`src/rtl/state_dump_reader.sv`:
```
// Captures a snapshot of the datapath registers and streams it out as a 7-byte
// frame (header, five payload bytes, checksum) over a valid/ready byte channel.
module state_dump_reader #(
    parameter logic [7:0] HDR = 8'hA5
) (
    input  logic        clk,
    input  logic        rst,
    input  logic        start,
    input  logic [7:0]  acc_in,
    input  logic [11:0] pc_in,
    input  logic [18:0] ir_in,
    input  logic        c_in,
    input  logic        tx_ready,
    output logic        tx_valid,
    output logic [7:0]  tx_data,
    output logic        busy,
    output logic        done
);

    typedef enum logic [1:0] {IDLE, SEND, DONE} state_t;

    state_t      state;
    logic [39:0] snap;
    logic [2:0]  idx;
    logic [7:0]  chk;
    logic [7:0]  next_byte;

    always_comb begin
        chk = snap[7:0] + snap[15:8] + snap[23:16] + snap[31:24] + snap[39:32];
    end

    // Byte that follows the one at idx; loaded into tx_data when idx transfers.
    always_comb begin
        next_byte = chk;
        case (idx)
            3'd0:    next_byte = snap[7:0];
            3'd1:    next_byte = snap[15:8];
            3'd2:    next_byte = snap[23:16];
            3'd3:    next_byte = snap[31:24];
            3'd4:    next_byte = snap[39:32];
            default: next_byte = chk;
        endcase
    end

    always_ff @(posedge clk or posedge rst) begin
        if (rst) begin
            state    <= IDLE;
            snap     <= '0;
            idx      <= '0;
            tx_valid <= 1'b0;
            tx_data  <= 8'h00;
            busy     <= 1'b0;
            done     <= 1'b0;
        end else begin
            case (state)
                IDLE: begin
                    done <= 1'b0;
                    if (start) begin
                        snap     <= {c_in, ir_in, pc_in, acc_in};
                        idx      <= '0;
                        tx_valid <= 1'b1;
                        tx_data  <= HDR;
                        busy     <= 1'b1;
                        state    <= SEND;
                    end
                end
                SEND: begin
                    if (tx_ready) begin
                        if (idx == 3'd6) begin
                            tx_valid <= 1'b0;
                            tx_data  <= 8'h00;
                            done     <= 1'b1;
                            state    <= DONE;
                        end else begin
                            idx     <= idx + 3'd1;
                            tx_data <= next_byte;
                        end
                    end
                end
                DONE: begin
                    done  <= 1'b0;
                    busy  <= 1'b0;
                    idx   <= '0;
                    state <= IDLE;
                end
                default: state <= IDLE;
            endcase
        end
    end

endmodule
```
`config.mk`:
```
export PLATFORM = sky130hd
export DESIGN_NAME = state_dump_reader
export DESIGN_NICKNAME = d
export VERILOG_FILES = /design/src/rtl/state_dump_reader.sv
export SDC_FILE = /design/constraint.sdc
export NUM_CORES = 1
export LEC_CHECK = 0
export ABC_AREA = 1
export CAP_MARGIN = 20
export CORE_MARGIN = 1
export CORE_UTILIZATION = 40
export DETAILED_ROUTE_END_ITERATION = 12
export PLACE_DENSITY = 0.6
export SLEW_MARGIN = 20
export SYNTH_ARGS = -nofsm -noshare
export SYNTH_HDL_FRONTEND = slang
export SYNTH_SLANG_ARGS = --single-unit
```
`constraint.sdc`:
```
create_clock -name clk -period 3.5 [get_ports clk]
set_input_delay 1.05 -clock clk [delete_from_list [all_inputs] [get_ports clk]]
set_output_delay 1.05 -clock clk [all_outputs]
set_load 0.01 [all_outputs]
```
==> impl_table.tex, run 1 <==
\begin{tabular}{lr}
\hline
Metric & Value \\
\hline
\multicolumn{2}{l}{\textbf{Outcome}} \\
\quad Outcome & finished clean \\
\multicolumn{2}{l}{\textbf{STA}} \\
\quad Setup violators final & 0 \\
\quad Hold violation total from the final report & 0 \\
\quad Timing-limited maximum frequency & 301 MHz \\
\quad Actual transition at the worst max-transition pin & 0.598 ns \\
\quad Final-layout setup total negative slack & 0 ns \\
\quad Time the worst path needs with I/O delays and setup & 3.32 ns \\
\quad Max Slew Vio Count & 0 \\
\quad Tcrit/Tclk final & 0.949 \\
\quad Relative max-transition margin & 0.601 \\
\quad Post-Route Skew & 0.0117 ns \\
\multicolumn{2}{l}{\textbf{Setup path}} \\
\quad Required time worst endpoint & 3.70 ns \\
\quad Largest driver fanout on the critical path & 5 \\
\quad Worst Path Arrival & 3.52 ns \\
\quad Worst setup path class & reg2reg \\
\quad Type of element capturing the critical path & flip-flop \\
\quad Crit path launch type & flip-flop \\
\multicolumn{2}{l}{\textbf{Floorplanning}} \\
\quad Core Rows & 34 \\
\quad Placeable core area & 0.00868 mm\^{}2 \\
\quad Vertical extent of the die & 96.5 um \\
\quad Die ar. & 0.00930 mm\^{}2 \\
\quad Starting utilization of the core area & 0.411 \\
\quad Ports & 55 \\
\quad Horiz. Die Dim & 96.5 um \\
\multicolumn{2}{l}{\textbf{Clocking}} \\
\quad Hold bufs inserted after CTS & 0 \\
\quad Largest buffer count on any clock path & 2 \\
\quad Number of CTS-inserted buffers & 5 \\
\quad Level count of the clock H-tree & 2 \\
\quad Clock latency on the worst-skew pair & 0.31 ns \\
\quad Clock Sinks & 56 \\
\quad Worst-path clk slew & 0.11 ns \\
\quad Clk Tree Root Cell & sky130\_fd\_sc\_hd\_\_clkbuf\_8 \\
\quad TritonCTS clock tree & yes \\
\multicolumn{2}{l}{\textbf{Yosys}} \\
\quad Number of flip-flops and latches in the synthesized netlist & 56 \\
\quad Predominant post-synthesis flop cell & sky130\_fd\_sc\_hd\_\_dfrtp\_1 \\
\quad Net count after synthesis & 512 \\
\quad Synth Area per Inst & 8.20 um\^{}2 \\
\quad Sequential share of the synthesized area & 0.393 \\
\quad Number of warnings issued by yosys & 0 \\
\quad Synth Instances & 435 \\
\quad Post-Syn Area & 0.00357 mm\^{}2 \\
\quad Library cell with the largest summed area after synthesis & sky130\_fd\_sc\_hd\_\_dfrtp\_1 \\
\quad Top cells by area, synth & sky130\_fd\_sc\_hd\_\_dfrtp\_1 (39\%), sky130\_fd\_sc\_hd\_\_nand2\_1 (11\%), sky130\_fd\_sc\_hd\_\_fa\_1 (11\%) \\
\quad Area fraction of the dominant cell type after synthesis & 0.393 \\
\quad Share of flip-flops with an asynchronous set or reset & 1.00 \\
\quad Post-synth EDFFs & 0 \\
\quad Number of distinct library cells after synthesis & 36 \\
\multicolumn{2}{l}{\textbf{Route}} \\
\quad Number of vias in the routed layout & 2895 \\
\quad Number of vias per cell & 4.81 \\
\quad Post-detailed-routing wire length & 8340 um \\
\quad Initial drt markers & 117 \\
\quad Routed wirelength normalized by instance count & 13.9 um \\
\quad Number of routed nets with antenna violations & 0 \\
\quad First-pass DRT Iterations & 4 \\
\quad DRC violation count after routing & 0 \\
\multicolumn{2}{l}{\textbf{Global routing}} \\
\quad Vias in the first global route & 2786 \\
\quad First-pass GRT wire length & 13800 um \\
\quad GR Overflow Total & 0 \\
\quad Maximum number of pins on one net before global-route repair & 33 \\
\quad Global routing usage summed across all routing layers & 0.201 \\
\quad Initial antenna violation count & 0 \\
\multicolumn{2}{l}{\textbf{Finish}} \\
\quad Most common cell after layout, fill and taps aside & sky130\_fd\_sc\_hd\_\_nand2\_1 \\
\quad Nets & 570 \\
\quad Filler cell count & 902 \\
\quad Multi-input logic area & 0.00181 mm\^{}2 \\
\quad Area growth from synthesis to layout & 23.1\% \\
\quad Proportion of layout cells with a drive suffix above 1 & 0.107 \\
\quad Sequential cell area & 0.00140 mm\^{}2 \\
\quad Commonest non-fill, non-tap cells in the layout & sky130\_fd\_sc\_hd\_\_nand2\_1 (107), sky130\_fd\_sc\_hd\_\_inv\_1 (78), sky130\_fd\_sc\_hd\_\_dfrtp\_1 (56) \\
\quad Count of placed standard cells in the final layout, fillers left out & 602 \\
\quad Area of all placed cells without fillers & 0.00439 mm\^{}2 \\
\quad Antenna fix cells & 0 \\
\multicolumn{2}{l}{\textbf{Placed design}} \\
\quad Number of port buffers & 54 \\
\quad Post-detailed-placement cell area & 0.00423 mm\^{}2 \\
\quad Number of placed cells counting well taps & 593 \\
\quad Dpl hpwl & 6550 um \\
\quad GPL Wtd Cong & 0.849 \\
\multicolumn{2}{l}{\textbf{Job}} \\
\quad Maximum capacitance violations & 0 \\
\multicolumn{2}{l}{\textbf{Hold path}} \\
\quad Class of the tightest hold or removal check & reg2reg \\
\hline
\end{tabular}
[metal layers]
layer  part of all wire  routed length (um)  track usage  vias up
li1                   -                   -            -     1470
met1               0.49                4090        0.277     1355
met2               0.47                3900        0.339       64
met3              0.032                 269       0.0258        6
met4             0.0089                  74       0.0404        0
met5                  0                   0            0        -
[sequential cells by signal, indices dropped and copies added, names as in the netlist]
name      flops
busy          1
snap         40
state         2
idx           3
tx_valid      1
done          1
tx_data       8
[Yosys cell counts, drive strengths merged, types with 3 or more instances]
| cell | count |
|---|---|
| nor3 | 3 |
| buf | 6 |
| a21oi | 16 |
| inv | 91 |
| nand3 | 15 |
| nand2 | 116 |
| nor2 | 23 |
| o22ai | 11 |
| fa | 20 |
| o21ai | 49 |
| ha | 13 |
| dfrtp | 56 |
[final timing paths]
path	startpoint	endpoint	slack (ns)	cells past startpoint
max	snap[3]$_DFFE_PP0P_	tx_data[6]$_DFFE_PP0P_	0.18	16
min	busy$_DFFE_PP0P_	busy$_DFFE_PP0P_	0.48	2
min in group asynchronous	rst	snap[23]$_DFFE_PP0P_	1.12	2
min reg2reg	busy$_DFFE_PP0P_	busy$_DFFE_PP0P_	0.48	2
max in group asynchronous	rst	tx_data[4]$_DFFE_PP0P_	1.81	3
max reg2reg	snap[3]$_DFFE_PP0P_	tx_data[6]$_DFFE_PP0P_	0.18	16
[timing repair]
action                                 4_1_cts  5_1_grt
setup endpoints to repair                    1        4
pin swaps                                    1        3
endpoints found under the hold margin        0        0
setup buffers                                0        1
resized for setup                            1       16
[per-stage QoR]
step	setup slack [ns]	hold WS, ns	utilization
floorplan	0.346	0.477	-
global placement	-0.0266	0.457	0.488
detailed placement	-0.00774	0.457	0.488
CTS	0.0349	0.484	0.501
global route	-0.0151	0.513	0.506
finish	0.177	0.479	0.506
[critical path: stages (launching register included)]
cell and delay [ns]:
sky130_fd_sc_hd__dfrtp_1 0.36, sky130_fd_sc_hd__inv_1 0.07, sky130_fd_sc_hd__fa_1 0.53, sky130_fd_sc_hd__inv_1 0.05, sky130_fd_sc_hd__fa_1 0.49, sky130_fd_sc_hd__inv_1 0.05, sky130_fd_sc_hd__fa_1 0.50, sky130_fd_sc_hd__inv_1 0.07
sky130_fd_sc_hd__ha_4 0.27, sky130_fd_sc_hd__a21oi_4 0.12, sky130_fd_sc_hd__nand2_1 0.07, sky130_fd_sc_hd__nand2_2 0.07, sky130_fd_sc_hd__nand2_1 0.07, sky130_fd_sc_hd__a21oi_2 0.17, sky130_fd_sc_hd__nor2_1 0.07, sky130_fd_sc_hd__o21ai_2 0.17
sky130_fd_sc_hd__nand2_1 0.07
[logic make-up (layout without fill, tap and decap cells)]
logic type | after synthesis | in the layout | synth area share
AO/OA/AOI/OAI | 84 | 84 | 0.133
XOR/XNOR | 2 | 2 | 0.00491
adder cells (fa/ha/maj) | 33 | 33 | 0.158
buffers and inverters | 100 | 159 | 0.113
flip-flops | 56 | 56 | 0.393
AND/OR/NAND/NOR | 160 | 160 | 0.199
[cell type report]
class,count,area share
clock buffer,6,0.0165
inverter,92,0.0795
sequential,56,0.319
clock inverter,2,0.00797
timing repair buffer,59,0.134
tap,108,0.0308
multi-input combinational,279,0.412
Power of run 1 is left out: the tool's default activity adds up to more than one toggle a clock period on the data nets, which glitch-free logic cannot reach.
==> run 2: changes to the inputs <==
--- a/config.mk
+++ b/config.mk
@@ -8,9 +8,10 @@
 export ABC_AREA = 1
 export CAP_MARGIN = 20
 export CORE_MARGIN = 1
-export CORE_UTILIZATION = 40
+export CORE_UTILIZATION = 54
 export DETAILED_ROUTE_END_ITERATION = 12
-export PLACE_DENSITY = 0.6
+export PLACE_DENSITY = 0.78
+export SETUP_SLACK_MARGIN = 0.2
 export SLEW_MARGIN = 20
 export SYNTH_ARGS = -nofsm -noshare
 export SYNTH_HDL_FRONTEND = slang
==> impl_table.tex, run 2 (synthesis results as in run 1) <==
\begin{tabular}{lr}
\hline
Metric & Value \\
\hline
\multicolumn{2}{l}{\textbf{Global routing}} \\
\quad Vias in the first global route & 3004 (+7.8\%) \\
\quad First-pass GRT wire length & 13500 um (-2.3\%) \\
\quad Initial antenna violation count & 0 (unchanged) \\
\quad GR Overflow Total & 0 (unchanged) \\
\quad Global routing usage summed across all routing layers & 0.242 (+0.0416) \\
\quad Maximum number of pins on one net before global-route repair & 49 (+48\%) \\
\multicolumn{2}{l}{\textbf{STA}} \\
\quad Worst hold slack after final layout & 0.483 ns (+0.00343 ns) \\
\quad Hold violation total from the final report & 0 (unchanged) \\
\quad Max Slew Vio Count & 0 (unchanged) \\
\quad Post-Route Skew & 0.0152 ns (+0.00354 ns) \\
\quad Tcrit/Tclk final & 0.988 (+0.0385) \\
\quad Actual transition at the worst max-transition pin & 0.589 ns (-0.00907 ns) \\
\quad Time the worst path needs with I/O delays and setup & 3.46 ns (+0.135 ns) \\
\quad Timing-limited maximum frequency & 289 MHz (-3.9\%) \\
\quad Relative max-transition margin & 0.607 (+0.00605) \\
\quad Setup violators final & 0 (unchanged) \\
\quad RSZ-0062 raised after global routing & true \\
\multicolumn{2}{l}{\textbf{Setup path}} \\
\quad Type of element capturing the critical path & flip-flop \\
\quad Crit path launch type & flip-flop \\
\quad Worst Path Arrival & 3.66 ns (+0.14 ns) \\
\quad Worst setup path class & reg2reg \\
\quad Largest driver fanout on the critical path & 4 (-1) \\
\quad Required time worst endpoint & 3.70 ns (about the same) \\
\quad Reg2reg path depth & 15 (-1) \\
\multicolumn{2}{l}{\textbf{Hold path}} \\
\quad Class of the tightest hold or removal check & reg2reg \\
\quad Hold Crit Depth & 2 (unchanged) \\
\multicolumn{2}{l}{\textbf{Clocking}} \\
\quad Level count of the clock H-tree & 2 (unchanged) \\
\quad Clock Sinks & 56 (unchanged) \\
\quad Number of CTS-inserted buffers & 5 (unchanged) \\
\quad Hold bufs inserted after CTS & 0 (unchanged) \\
\quad Worst-path clk slew & 0.11 ns (about the same) \\
\quad Clk Tree Root Cell & sky130\_fd\_sc\_hd\_\_clkbuf\_8 \\
\quad Largest buffer count on any clock path & 2 (unchanged) \\
\quad Clock latency on the worst-skew pair & 0.31 ns (about the same) \\
\quad TritonCTS clock tree & yes \\
\multicolumn{2}{l}{\textbf{Placed design}} \\
\quad Number of port buffers & 54 (unchanged) \\
\quad GPL Wtd Cong & 0.910 (+7.2\%) \\
\quad Dpl hpwl & 6130 um (-6.4\%) \\
\multicolumn{2}{l}{\textbf{Route}} \\
\quad DRC violation count after routing & 0 (unchanged) \\
\quad Number of vias in the routed layout & 3086 (+6.6\%) \\
\quad Post-detailed-routing wire length & 8310 um (-0.38\%) \\
\quad Initial drt markers & 242 (+110\%) \\
\quad Number of routed nets with antenna violations & 0 (unchanged) \\
\quad First-pass DRT Iterations & 5 (+1) \\
\quad Number of vias per cell & 5.38 (+12\%) \\
\quad Routed wirelength normalized by instance count & 14.5 um (+4.5\%) \\
\multicolumn{2}{l}{\textbf{Finish}} \\
\quad Sequential cell area & 0.00140 mm\^{}2 (unchanged) \\
\quad Post-layout util & 0.696 (+0.190) \\
\quad Area growth from synthesis to layout & 23.9\% \\
\quad Filler cell count & 508 (-44\%) \\
\quad Multi-input logic area & 0.00185 mm\^{}2 (+2.4\%) \\
\quad Largest register by flop count & snap \\
\quad Largest register FFs & 40 (unchanged) \\
\quad Biggest regs & snap (40), tx\_data (8), idx (3) \\
\quad Proportion of layout cells with a drive suffix above 1 & 0.141 (+0.0336) \\
\quad Most common cell after layout, fill and taps aside & sky130\_fd\_sc\_hd\_\_nand2\_1 \\
\quad Commonest non-fill, non-tap cells in the layout & sky130\_fd\_sc\_hd\_\_nand2\_1 (105), sky130\_fd\_sc\_hd\_\_inv\_1 (71), sky130\_fd\_sc\_hd\_\_dfrtp\_1 (56) \\
\quad Nets & 573 (+0.53\%) \\
\quad Antenna fix cells & 0 (unchanged) \\
\multicolumn{2}{l}{\textbf{Floorplanning}} \\
\quad Vertical extent of the die & 83.3 um (-14\%) \\
\quad Starting utilization of the core area & 0.562 (+0.151) \\
\quad Placeable core area & 0.00635 mm\^{}2 (-27\%) \\
\quad Horiz. Die Dim & 83.3 um (-14\%) \\
\quad Core Rows & 29 (-15\%) \\
\quad Die ar. & 0.00694 mm\^{}2 (-25\%) \\
\quad Ports & 55 (unchanged) \\
\multicolumn{2}{l}{\textbf{Job}} \\
\quad Maximum capacitance violations & 0 (unchanged) \\
\multicolumn{2}{l}{\textbf{Outcome}} \\
\quad Outcome & finished clean \\
\hline
\end{tabular}
run 2: worst max-delay path, stage by stage, from the launching register on:
cell and delay, ns:
sky130_fd_sc_hd__dfrtp_1 0.35, sky130_fd_sc_hd__inv_2 0.06, sky130_fd_sc_hd__fa_1 0.56, sky130_fd_sc_hd__inv_1 0.07
sky130_fd_sc_hd__fa_1 0.45, sky130_fd_sc_hd__inv_1 0.09, sky130_fd_sc_hd__fa_2 0.45, sky130_fd_sc_hd__buf_6 0.13
sky130_fd_sc_hd__fa_2 0.39, sky130_fd_sc_hd__inv_2 0.10, sky130_fd_sc_hd__nand3_1 0.07, sky130_fd_sc_hd__nand2_1 0.11
sky130_fd_sc_hd__xnor2_1 0.19, sky130_fd_sc_hd__a21oi_1 0.12, sky130_fd_sc_hd__o21ai_1 0.12, sky130_fd_sc_hd__a21oi_1 0.09
run 2: final timing paths:
| kind | slack [ns] | endpoint | startpoint |
|---|---|---|---|
| max | 0.04 | tx_data[5]$_DFFE_PP0P_ | snap[10]$_DFFE_PP0P_ |
| min | 0.48 | busy$_DFFE_PP0P_ | busy$_DFFE_PP0P_ |
| max reg2reg | 0.04 | tx_data[5]$_DFFE_PP0P_ | snap[10]$_DFFE_PP0P_ |
| min reg2reg | 0.48 | busy$_DFFE_PP0P_ | busy$_DFFE_PP0P_ |
| max in group asynchronous | 1.83 | snap[9]$_DFFE_PP0P_ | rst |
| min in group asynchronous | 1.12 | snap[7]$_DFFE_PP0P_ | rst |
run 2: cell type report:
type | count | share of cell area
clock inverters | 1 | 0.00170
well taps | 77 | 0.0218
flip-flops and latches | 56 | 0.317
repair buffers | 62 | 0.142
multi-input cells | 279 | 0.419
inverters | 92 | 0.0789
clock buffers | 7 | 0.0195
run 2: what timing repair did:
item                                    CTS  global route
resized for setup                         8            22
endpoints found under the setup margin    3             5
pin swaps                                 3            15
buffers inserted                          1             5
run 2: metrics by stage:
| step | setup TNS, ns | setup slack, ns | instances | instance area (um^2) |
|---|---|---|---|---|
| detailed placement | 0 | 0.0520 | 560 | 4190 |
| global route | -0.0897 | -0.0897 | 574 | 4420 |
| floorplan | 0 | 0.346 | 435 | 3570 |
| global placement | 0 | 0.113 | 560 | 4190 |
| CTS | 0 | 0.149 | 569 | 4320 |
| finish | 0 | 0.0423 | 574 | 4420 |
run 2: layer usage:
metal | track usage | wire [um] | vias to the layer above
met2 | 0.406 | 3990 | 129
met4 | 0.0784 | 266 | 0
met3 | 0.0298 | 520 | 27
met1 | 0.328 | 3530 | 1454
li1 | - | - | 1476
met5 | 0 | 0 | -
Power of run 2 is left out for the same reason.
